`config.mk`:
```
export PLATFORM = sky130hd
export DESIGN_NAME = fp8_mul_arbiter
export DESIGN_NICKNAME = d
export VERILOG_FILES = /design/src/rtl/fp8_mul_arbiter.sv
export SDC_FILE = /design/constraint.sdc
export NUM_CORES = 1
export LEC_CHECK = 0
export ABC_AREA = 0
export CORE_ASPECT_RATIO = 1.1
export CORE_MARGIN = 1
export CORE_UTILIZATION = 41
export CTS_CLUSTER_SIZE = 20
export DETAILED_ROUTE_END_ITERATION = 7
export DONT_BUFFER_PORTS = 1
export PLACE_DENSITY = 0.61
export SKIP_CTS_REPAIR_TIMING = 1
export SYNTH_ARGS = -nofsm -noshare
export SYNTH_HDL_FRONTEND = slang
export SYNTH_SLANG_ARGS = --single-unit
```
`constraint.sdc`:
```
create_clock -name i_clk -period 5 [get_ports i_clk]
set_clock_uncertainty 0.1 [all_clocks]
set_input_delay 1.5 -clock i_clk [delete_from_list [all_inputs] [get_ports i_clk]]
set_output_delay 1.5 -clock i_clk [all_outputs]
set_load 0.005 [all_outputs]
```
`src/rtl/fp8_mul_arbiter.sv`:
```
// Round-robin arbiter sharing one FP8 (E4M3) multiplier between two requesters.
// Trivially-zero products bypass the multiplier and answer in one cycle.
module fp8_mul_arbiter #(
  parameter int MUL_LAT = 1
) (
  input  logic       i_clk,
  input  logic       i_rst,
  input  logic [1:0] i_req_valid,
  output logic [1:0] o_req_ready,
  input  logic [7:0] i_req0_x,
  input  logic [7:0] i_req0_y,
  input  logic [7:0] i_req1_x,
  input  logic [7:0] i_req1_y,
  output logic [1:0] o_resp_valid,
  input  logic [1:0] i_resp_ready,
  output logic [7:0] o_resp_data,
  output logic [7:0] o_mul_a,
  output logic [7:0] o_mul_b,
  output logic       o_mul_start,
  input  logic [7:0] i_mul_p,
  output logic       o_busy,
  output logic [7:0] o_done_cnt
);

  localparam logic [1:0] S_IDLE  = 2'd0;
  localparam logic [1:0] S_START = 2'd1;
  localparam logic [1:0] S_WAIT  = 2'd2;
  localparam logic [1:0] S_RESP  = 2'd3;
  localparam logic [3:0] LAT     = 4'(MUL_LAT);

  logic [1:0] r_state;
  logic [1:0] w_state_nxt;
  logic       r_ptr;
  logic       r_owner;
  logic [3:0] r_cnt;
  logic [7:0] r_mul_a;
  logic [7:0] r_mul_b;
  logic [7:0] r_resp_data;
  logic [7:0] r_done_cnt;
  logic       r_busy;

  logic       w_idle;
  logic       w_grant;
  logic       w_accept;
  logic [7:0] w_x;
  logic [7:0] w_y;
  logic       w_bypass;
  logic       w_resp_fire;

  // Pointer only breaks ties; a lone requester always wins.
  assign w_idle   = (r_state == S_IDLE);
  assign w_grant  = (i_req_valid == 2'b10) | ((i_req_valid == 2'b11) & r_ptr);
  assign w_accept = w_idle & (|i_req_valid);
  assign w_x      = w_grant ? i_req1_x : i_req0_x;
  assign w_y      = w_grant ? i_req1_y : i_req0_y;

  // A NaN operand must go through the multiplier even when the other is zero.
  assign w_bypass = ((w_x[6:0] == 7'h00) | (w_y[6:0] == 7'h00)) &
                    (w_x[6:0] != 7'h7F) & (w_y[6:0] != 7'h7F);

  assign w_resp_fire = (r_state == S_RESP) & i_resp_ready[r_owner];

  assign o_req_ready  = w_accept ? (w_grant ? 2'b10 : 2'b01) : 2'b00;
  assign o_resp_valid = (r_state == S_RESP) ? (r_owner ? 2'b10 : 2'b01) : 2'b00;
  assign o_mul_start  = (r_state == S_START);
  assign o_mul_a      = r_mul_a;
  assign o_mul_b      = r_mul_b;
  assign o_resp_data  = r_resp_data;
  assign o_done_cnt   = r_done_cnt;
  assign o_busy       = r_busy;

  always_comb begin
    w_state_nxt = r_state;
    case (r_state)
      S_IDLE:  if (w_accept) w_state_nxt = w_bypass ? S_RESP : S_START;
      S_START: w_state_nxt = S_WAIT;
      S_WAIT:  if (r_cnt == 4'd1) w_state_nxt = S_RESP;
      S_RESP:  if (w_resp_fire) w_state_nxt = S_IDLE;
      default: w_state_nxt = S_IDLE;
    endcase
  end

  always_ff @(posedge i_clk or posedge i_rst) begin
    if (i_rst) begin
      r_state     <= S_IDLE;
      r_ptr       <= 1'b0;
      r_owner     <= 1'b0;
      r_cnt       <= 4'd0;
      r_mul_a     <= 8'd0;
      r_mul_b     <= 8'd0;
      r_resp_data <= 8'd0;
      r_done_cnt  <= 8'd0;
      r_busy      <= 1'b0;
    end else begin
      r_state <= w_state_nxt;
      r_busy  <= (w_state_nxt != S_IDLE);
      case (r_state)
        S_IDLE: begin
          if (w_accept) begin
            r_mul_a <= w_x;
            r_mul_b <= w_y;
            r_owner <= w_grant;
            if (w_bypass) r_resp_data <= {w_x[7] ^ w_y[7], 7'b0};
          end
        end
        S_START: r_cnt <= LAT;
        S_WAIT: begin
          r_cnt <= r_cnt - 4'd1;
          if (r_cnt == 4'd1) r_resp_data <= i_mul_p;
        end
        S_RESP: begin
          if (w_resp_fire) begin
            r_done_cnt <= r_done_cnt + 8'd1;
            r_ptr      <= ~r_owner;
          end
        end
        default: ;
      endcase
    end
  end

endmodule

```
==> results of run 1 <==
[worst max-delay path: cells and delay by family]
| family | cells | cell delay (ns) |
|---|---|---|
| AOI/OAI and AO/OA | 1 | 0.18 |
| buffers and inverters | 2 | 0.10 |
| and+or+nand+nor | 1 | 0.16 |
[sequential cells by signal, summed over array words and instances, names as in the netlist]
signal       count
o_done_cnt       8
r_cnt            4
r_owner          1
o_mul_a          8
r_state          2
r_ptr            1
o_busy           1
o_resp_data      8
o_mul_b          8
[layer usage]
layer / GRT usage [%] / share of wire, % / routed length, µm / up-vias
li1: - / - / - / 767
met1: 19.2 / 42 / 1840 / 741
met2: 27.9 / 50 / 2190 / 58
met3: 6.09 / 7.1 / 312 / 9
met4: 6.47 / 1.8 / 80 / 0
met5: 0 / 0 / 0 / -
[worst max path at each step]
stage | start | slack, ns | to
floorplan | i_req_valid[1] | 1.08 | o_req_ready[0]
detailed placement | i_req_valid[0] | 1.45 | o_req_ready[1]
global route | i_req_valid[0] | 1.42 | o_req_ready[1]
CTS | i_req_valid[0] | 1.45 | o_req_ready[1]
global placement | i_req_valid[0] | 1.47 | o_req_ready[1]
finish | i_req_valid[0] | 1.46 | o_req_ready[1]
[cells in the final DEF, fill, tap and decap left out, types with 4 or more instances in the layout]
| cell type | n |
|---|---|
| nand4_1 | 7 |
| nor4_2 | 4 |
| nand2_1 | 41 |
| nand3_1 | 4 |
| dfrtp_1 | 41 |
| ha_1 | 7 |
| mux2i_1 | 26 |
| inv_1 | 15 |
| clkbuf_8 | 6 |
| nor2_1 | 7 |
| o21ai_0 | 22 |
| xor2_1 | 6 |
[cell type report]
type / count / area (µm²) / share of cell area, %
Multi-Input combinational cell: 156 / 1090 / 45.3
Sequential cell: 41 / 1030 / 42.7
Tap cell: 72 / 90.1 / 3.75
Clock buffer: 7 / 86.3 / 3.59
Inverter: 16 / 60.1 / 2.50
Clock inverter: 1 / 30.0 / 1.25
Timing Repair Buffer: 3 / 22.5 / 0.937
[where the power goes]
part / internal, mW / leakage, nW / switching (mW)
Clock: 0.163 / 0.0585 / 0.111
Combinational: 0.200 / 0.535 / 0.272
Sequential: 0.470 / 0.517 / 0.124
Total: 0.833 / 1.11 / 0.508
[stage by stage]
step                      area [µm²]  cells  hold slack (ns)  utilization, %
after floorplan                 2200    222            0.352               -
after global placement          2290    288            0.380            44.9
after detailed placement        2290    288            0.385            44.9
after CTS                       2400    296            0.396            47.1
after global routing            2400    296            0.427            47.1
final                           2400    296            0.395            47.1
[cells by family after synthesis]
logic type               after synthesis  share of synthesized area, %
AND/OR/NAND/NOR                       76                          17.6
flip-flops                            41                          46.5
AO/OA/AOI/OAI                         36                          11.0
multiplexers                          28                          13.0
buffers and inverters                 25                          4.37
XOR/XNOR                               9                          3.58
adder cells (fa/ha/maj)                7                          3.97
==> impl_metrics.tcl, run 1 <==
set metrics [dict create \
    dr.pass1.iters 3 \
    dieWidth_um 71.9 \
    crit_arrival_ns 1.94 \
    min-delay-start "o_done_cnt[7]$_DFFE_PP0P_" \
    final_antenna_net_count 0 \
    fin_crit_ns 3.54 \
    setup_slack_ns 1.46 \
    ir_worst_vdd_v 0.000166 \
    gp_congestion 0.725 \
    critical_path_required_ns 3.40 \
    wl_per_cell_um 14.9 \
    tightest_slew_ns 0.632 \
    post-place-ws_ns 1.45 \
    grt.overflow.total 0 \
    synth_nets 275 \
    synth_edf_count 0 \
    worstPathCellList "inv_1, o21a_1, nand2_1, inv_1" \
    nets 276 \
    cpMostUsedCell "inv_1" \
    p_per_area_nw_per_um2 557 \
    holdPathStages 1 \
    clock.fmax_mhz 282 \
    dieArea_um2 5670 \
    cpMaxStageDelayCell "o21a_1" \
    core_region_area_um2 5100 \
    synth_area_leader_cell "dfrtp_1" \
    slowest_delay_ns 0.18 \
    worstSetupPathType "in2out" \
    hp-class "reg2reg" \
    start_util_pct 43.2 \
    cts_made_buffers 5 \
    synth_top_area_share_pct 46.5 \
    hold_viol 0 \
    drive_above_1_share_pct 10.3 \
    cts_htree_levels 2 \
    clkLatencyLatePin_ns 0.29 \
    drv_slew 0 \
    synth_area_leaders "dfrtp_1, mux2i_1, nand2_1" \
    avgSynthCellArea_um2 9.93 \
    num_vias 1575 \
    grt_start_max_net_pins 42 \
    synthTopCellsByCount "dfrtp_1, nand2_1, mux2i_1, o21ai_0, inv_1" \
    area_delta_synth_final_pct 9.08 \
    cp_max_fo 3 \
    startpoint_type "input port" \
    root_buffer "clkbuf_8" \
    hpwl_um 3270 \
    cap_violations 0 \
    antenna_cells 0 \
    synth-seq-cells 41 \
    via_per_inst 5.32 \
    tritoncts "built" \
    reg2reg_from "r_state[0]$_DFF_PP0_" \
    wirelength_um 4420 \
    p_leak_nw 1.11 \
    grt_pass1_wl_um 7230 \
    clockBufferDepth 2 \
    drt_iter0_markers 53 \
    relSlewSlack_pct 57.8 \
    rrSetupSlack_ns 2.69 \
    critPathCaptureType "output port" \
    power_mw 1.34 \
    setup_tns_ns 0 \
    fin_crit_sh_pct 70.9 \
    clock-sinks 41 \
    antenna_found_initial 0 \
    synthCells 222 \
    ys.flop_type "dfrtp_1" \
    yosysUniqueCellTypes 31 \
    cts.clk_slew.worst_paths_ns 0.08 \
    synthArstFlopShare_pct 100 \
    syn_area_um2 2200 \
    port_buffers 0 \
    status "completed" \
    yosysWarnings 0 \
    fill_cells 496 \
    setup_viol 0 \
    worstHoldEndpoint "o_done_cnt[7]$_DFFE_PP0P_" \
    grt_usage_pct 16.6 \
    reg2regPathDepth 6 \
    drcViolationCount 0 \
    rows 27 \
    rsz0062_at_grt "no" \
    grt_pass1_vias 1593 \
    worstReg2RegEnd "o_resp_data[7]$_DFFE_PP0P_" \
    io_pins 84 \
    die_y_um 78.9 \
    seq_area_frac_synth_pct 46.5 \
]
Power figures use the tool's default switching activity.
==> run 2, diff against run 1 <==
--- a/config.mk
+++ b/config.mk
@@ -12,7 +12,7 @@
 export CTS_CLUSTER_SIZE = 20
 export DETAILED_ROUTE_END_ITERATION = 7
 export DONT_BUFFER_PORTS = 1
-export PLACE_DENSITY = 0.61
+export PLACE_DENSITY = 0.63
 export SKIP_CTS_REPAIR_TIMING = 1
 export SYNTH_ARGS = -nofsm -noshare
 export SYNTH_HDL_FRONTEND = slang
==> constraint.sdc (replaced) <==
create_clock -name i_clk -period 3.06 [get_ports i_clk]
set_clock_uncertainty 0.1 [all_clocks]
set_input_delay 0.918 -clock i_clk [delete_from_list [all_inputs] [get_ports i_clk]]
set_output_delay 0.918 -clock i_clk [all_outputs]
set_load 0.005 [all_outputs]
==> run 2 against run 1 <==
Effect of this change:
- first-iteration DRC count increased by 30%
- die area stayed put
- register-to-register slack got worse by 1.9 ns
- critical path depth unchanged
- via count grew 0.19%
- core utilization is 0.098 points lower
- count of clock-buffer cells in the layout down 1
- worst hold slack worse by 0.0016 ns
- worst setup slack got worse by 0.87 ns
- sequential power increased by 63%
- flip-flop and latch count did not move
- global-route usage increased by 0.45 points
- highest routed layer unchanged
==> impl_metrics.tcl, run 2 (synthesized netlist as in run 1, its figures left out) <==
set metrics [dict create \
    status "completed" \
    nets 276 \
    drt_iter0_markers 69 \
    ir_worst_vdd_v 0.000303 \
    gp_congestion 0.762 \
    startpoint_type "register" \
    cts.clk_slew.worst_paths_ns 0.08 \
    tightest_slew_ns 0.861 \
    cts_htree_levels 2 \
    global_route.usage.met2_pct 27.6 \
    fill_cells 474 \
    layout_common_cells "nand2_1, dfrtp_1, mux2i_1" \
    die_y_um 78.9 \
    rows 27 \
    grt_pass1_wl_um 7470 \
    setup_viol 0 \
    hp-class "reg2reg" \
    setup_tns_ns 0 \
    rrSetupSlack_ns 0.79 \
    critPathCaptureType "output port" \
    rsz0062_at_grt "no" \
    reg2reg_from "r_state[0]$_DFF_PP0_" \
    critical_path_required_ns 2.04 \
    root_buffer "clkbuf_8" \
    io_pins 84 \
    clock-sinks 41 \
    gr-usage-met1_pct 21.0 \
    dr.pass1.iters 4 \
    wirelength_um 4550 \
    p_leak_nw 1.11 \
    worstHoldEndpoint "o_done_cnt[7]$_DFFE_PP0P_" \
    grt_usage_pct 17.1 \
    fin_crit_ns 2.48 \
    grt.overflow.total 0 \
    grt_pass1_vias 1628 \
    relSlewSlack_pct 42.5 \
    utilization_pct 47.0 \
    worstSetupPathType "reg2out" \
    multi_input_area_um2 1090 \
    antenna_cells 0 \
    drive_above_1_share_pct 10.7 \
    whs_ns 0.393 \
    reg2regPathDepth 6 \
    clockBufferDepth 2 \
    wl_per_cell_um 15.4 \
    dieWidth_um 71.9 \
    dieArea_um2 5670 \
    start_util_pct 43.2 \
    tritoncts "built" \
    post_dp_cell_area_um2 2290 \
    seq_area_um2 1030 \
    grt_start_max_net_pins 42 \
    clkLatencyLatePin_ns 0.29 \
    grt_busiest_layer "met2" \
    cap_violations 0 \
    drcViolationCount 0 \
    via_per_inst 5.33 \
    final_antenna_net_count 0 \
    drv_slew 0 \
    power_mw 2.19 \
    hpwl_um 3430 \
    grt_util_met3_pct 5.46 \
    cp_max_fo 6 \
    final_area_um2 2400 \
    port_buffers 0 \
    worstReg2RegEnd "o_resp_data[7]$_DFFE_PP0P_" \
    num_vias 1578 \
    area_delta_synth_final_pct 8.85 \
    p_per_area_nw_per_um2 911 \
    core_region_area_um2 5100 \
    clock.fmax_mhz 404 \
    cts_made_buffers 5 \
    fin_crit_sh_pct 80.9 \
    min-delay-start "o_done_cnt[7]$_DFFE_PP0P_" \
    holdPathStages 1 \
    hold_viol 0 \
    crit_arrival_ns 1.46 \
    antenna_found_initial 0 \
]
-- run 2: cell count changes in the layout (fill, tap and decap cells not counted), sizes merged --
cell,delta
clkbuf,-1
inv,+1
-- run 2: metrics by stage --
stage / cells / setup slack [ns]
finish: 296 / 0.583
global route: 296 / 0.472
CTS: 296 / 0.563
detailed placement: 288 / 0.366
global placement: 288 / 0.378
floorplan: 222 / 0.302
-- run 2: worst max-delay path by stage --
| stage | from | endpoint | cells after the start |
|---|---|---|---|
| floorplan | i_req_valid[1] | o_req_ready[0] | 4 |
| global placement | i_req1_x[3] | o_resp_data[7]$_DFFE_PP0P_ | 5 |
| detailed placement | i_req1_y[3] | o_resp_data[7]$_DFFE_PP0P_ | 5 |
| CTS | r_state[0]$_DFF_PP0_ | o_req_ready[1] | 4 |
| global route | r_state[1]$_DFF_PP0_ | o_req_ready[1] | 4 |
| finish | r_state[0]$_DFF_PP0_ | o_req_ready[1] | 4 |
-- run 2: power breakdown --
group	total [mW]	switching [mW]	internal, mW
clock	0.438	0.193	0.245
sequential	0.967	0.200	0.768
combinational	0.782	0.454	0.328
total	2.19	0.846	1.34
-- run 2: critical path, stage by stage (launching register included) --
cell     delay, ns
dfrtp_1       0.40
inv_1         0.12
ha_1          0.30
nand2_1       0.22
inv_1         0.12
-- run 2: layout make-up --
cell class / count / area share (%)
clock buffer: 6 / 3.02
clock inverter: 2 / 1.62
inverter: 16 / 2.50
multi-input combinational: 156 / 45.4
sequential: 41 / 42.8
tap: 72 / 3.75
timing repair buffer: 3 / 0.938
-- run 2: layer usage --
metal  routed length [µm]  vias to the layer above
li1                     -                      767
met1                 2000                      739
met2                 2120                       63
met3                  345                        9
met4                   82                        0
met5                    0                        -
==> run 3, diff against run 2 <==
--- a/config.mk
+++ b/config.mk
@@ -12,7 +12,7 @@
 export CTS_CLUSTER_SIZE = 20
 export DETAILED_ROUTE_END_ITERATION = 7
 export DONT_BUFFER_PORTS = 1
-export PLACE_DENSITY = 0.63
+export PLACE_DENSITY = 0.61
 export SKIP_CTS_REPAIR_TIMING = 1
 export SYNTH_ARGS = -nofsm -noshare
 export SYNTH_HDL_FRONTEND = slang
==> constraint.sdc (replaced) <==
create_clock -name i_clk -period 2.3 [get_ports i_clk]
set_clock_uncertainty 0.1 [all_clocks]
set_input_delay 0.69 -clock i_clk [delete_from_list [all_inputs] [get_ports i_clk]]
set_output_delay 0.69 -clock i_clk [all_outputs]
set_load 0.005 [all_outputs]
==> run 3 against run 2 <==
Effect of this change:
- worst hold slack got worse by 0.10 ns
- critical path type unchanged
- count of clock-buffer cells in the layout fell by 1
- combinational power is 34% higher
- cell area grew 2.0%
- die area unchanged
==> impl_metrics.tcl, run 3 (synthesized netlist as in run 1, its figures left out) <==
set metrics [dict create \
    worstPathCellList "inv_1, ha_2, o21ai_2, nor2_1" \
    clockBufferDepth 2 \
    cp_max_fo 6 \
    worstReg2RegEnd "o_resp_data[4]$_DFFE_PP0P_" \
    wl_per_cell_um 14.2 \
    antenna_cells 0 \
    reg2regPathDepth 7 \
    cts_made_buffers 5 \
    final_antenna_net_count 0 \
    status "completed" \
    io_pins 84 \
    cpLargestDelayFamily "flip-flops" \
    startpoint_type "register" \
    drcViolationCount 0 \
    antenna_found_initial 0 \
    cpMaxStageDelayCell "dfrtp_1" \
    num_vias 1531 \
    drt_iter0_markers 32 \
    drv_slew 0 \
    clock.fmax_mhz 464 \
    dr.pass1.iters 4 \
    reg2reg_from "r_state[0]$_DFF_PP0_" \
    hp-class "in2async" \
    root_buffer "clkbuf_8" \
    dp_cells 291 \
    slowest_delay_ns 0.41 \
    start_util_pct 43.2 \
    instances_no_fill 299 \
    grt_pass1_wl_um 6690 \
    rrSetupSlack_ns 0.51 \
    tritoncts "built" \
    cts.clk_slew.worst_paths_ns 0.08 \
    multi_input_area_um2 1090 \
    core_region_area_um2 5100 \
    tightest_slew_ns 0.517 \
    grt.overflow.total 0 \
    grt_start_max_net_pins 42 \
    dieWidth_um 71.9 \
    startpoint "r_state[0]$_DFF_PP0_" \
    p_per_area_nw_per_um2 1230 \
    crit_end "o_req_ready[0]" \
    grt_pass1_vias 1422 \
    clkLatencyLatePin_ns 0.29 \
    rows 27 \
    via_per_inst 5.12 \
    fill_cells 471 \
    drive_above_1_share_pct 12.3 \
    clock-sinks 41 \
    worstSetupPathType "reg2out" \
    critical_path_required_ns 1.51 \
    port_buffers 0 \
    final_area_um2 2450 \
    rsz0062_at_grt "no" \
    hpwl_um 3320 \
    wirelength_um 4240 \
    layout_common_cells "nand2_1, dfrtp_1, mux2i_1" \
    gp_congestion 0.788 \
    die_y_um 78.9 \
    p_leak_nw 1.13 \
    setup_slack_ns 0.144 \
    post-place-ws_ns -0.0361 \
    fin_crit_ns 2.16 \
    nets 279 \
    ir_worst_vdd_v 0.000569 \
    dieArea_um2 5670 \
    seq_area_um2 1030 \
    hold_viol 0 \
    area_delta_synth_final_pct 11.0 \
    relSlewSlack_pct 65.5 \
    cap_violations 0 \
    crit_arrival_ns 1.37 \
    fin_crit_sh_pct 93.8 \
    critical_path_buf_inv_count 1 \
    grt_usage_pct 15.5 \
    cp.depth 4 \
    setup_viol 0 \
    cts_htree_levels 2 \
    post_dp_cell_area_um2 2310 \
    critPathCaptureType "output port" \
]
==> run 3: routing by layer <==
metal,wire length [µm],vias up,global-route usage [%]
li1,-,775,-
met1,1880,696,19.1
met2,1970,51,24.0
met3,320,9,6.09
met4,78,0,6.86
met5,0,-,0
==> run 3: worst min-delay path by stage <==
stage / end / slack (ns) / cells past startpoint
floorplan: r_cnt[3]$_DFFE_PP0P_ / 0.35 / 1
global route: r_cnt[3]$_DFFE_PP0P_ / 0.35 / 2
finish: r_cnt[3]$_DFFE_PP0P_ / 0.29 / 2
global placement: r_cnt[3]$_DFFE_PP0P_ / 0.38 / 1
detailed placement: r_cnt[3]$_DFFE_PP0P_ / 0.38 / 1
CTS: o_done_cnt[0]$_DFFE_PP0P_ / 0.31 / 2
==> run 3: power by group <==
part           switching, mW  internal, mW
combinational          0.586         0.468
sequential             0.273          1.02
clock                  0.242         0.431
total                   1.10          1.92
==> run 3: metrics by stage <==
stage	utilization (%)	hold WS (ns)	setup TNS, ns	total power [mW]
after detailed placement	45.3	0.384	-0.182	2.39
after floorplan	-	0.352	-0.0313	2.11
after CTS	47.9	0.314	0	3.07
final	48.0	0.294	0	3.02
after global placement	45.3	0.379	-0.0940	2.36
after global routing	48.0	0.345	0	3.29
==> run 3: final cells by class <==
cell class              instances  share of cell area (%)
clock buffers                   5                    2.81
well taps                      72                    3.68
flip-flops and latches         41                    41.9
multi-input cells             156                    44.6
repair buffers                  6                    1.84
clock inverters                 3                    2.66
inverters                      16                    2.45
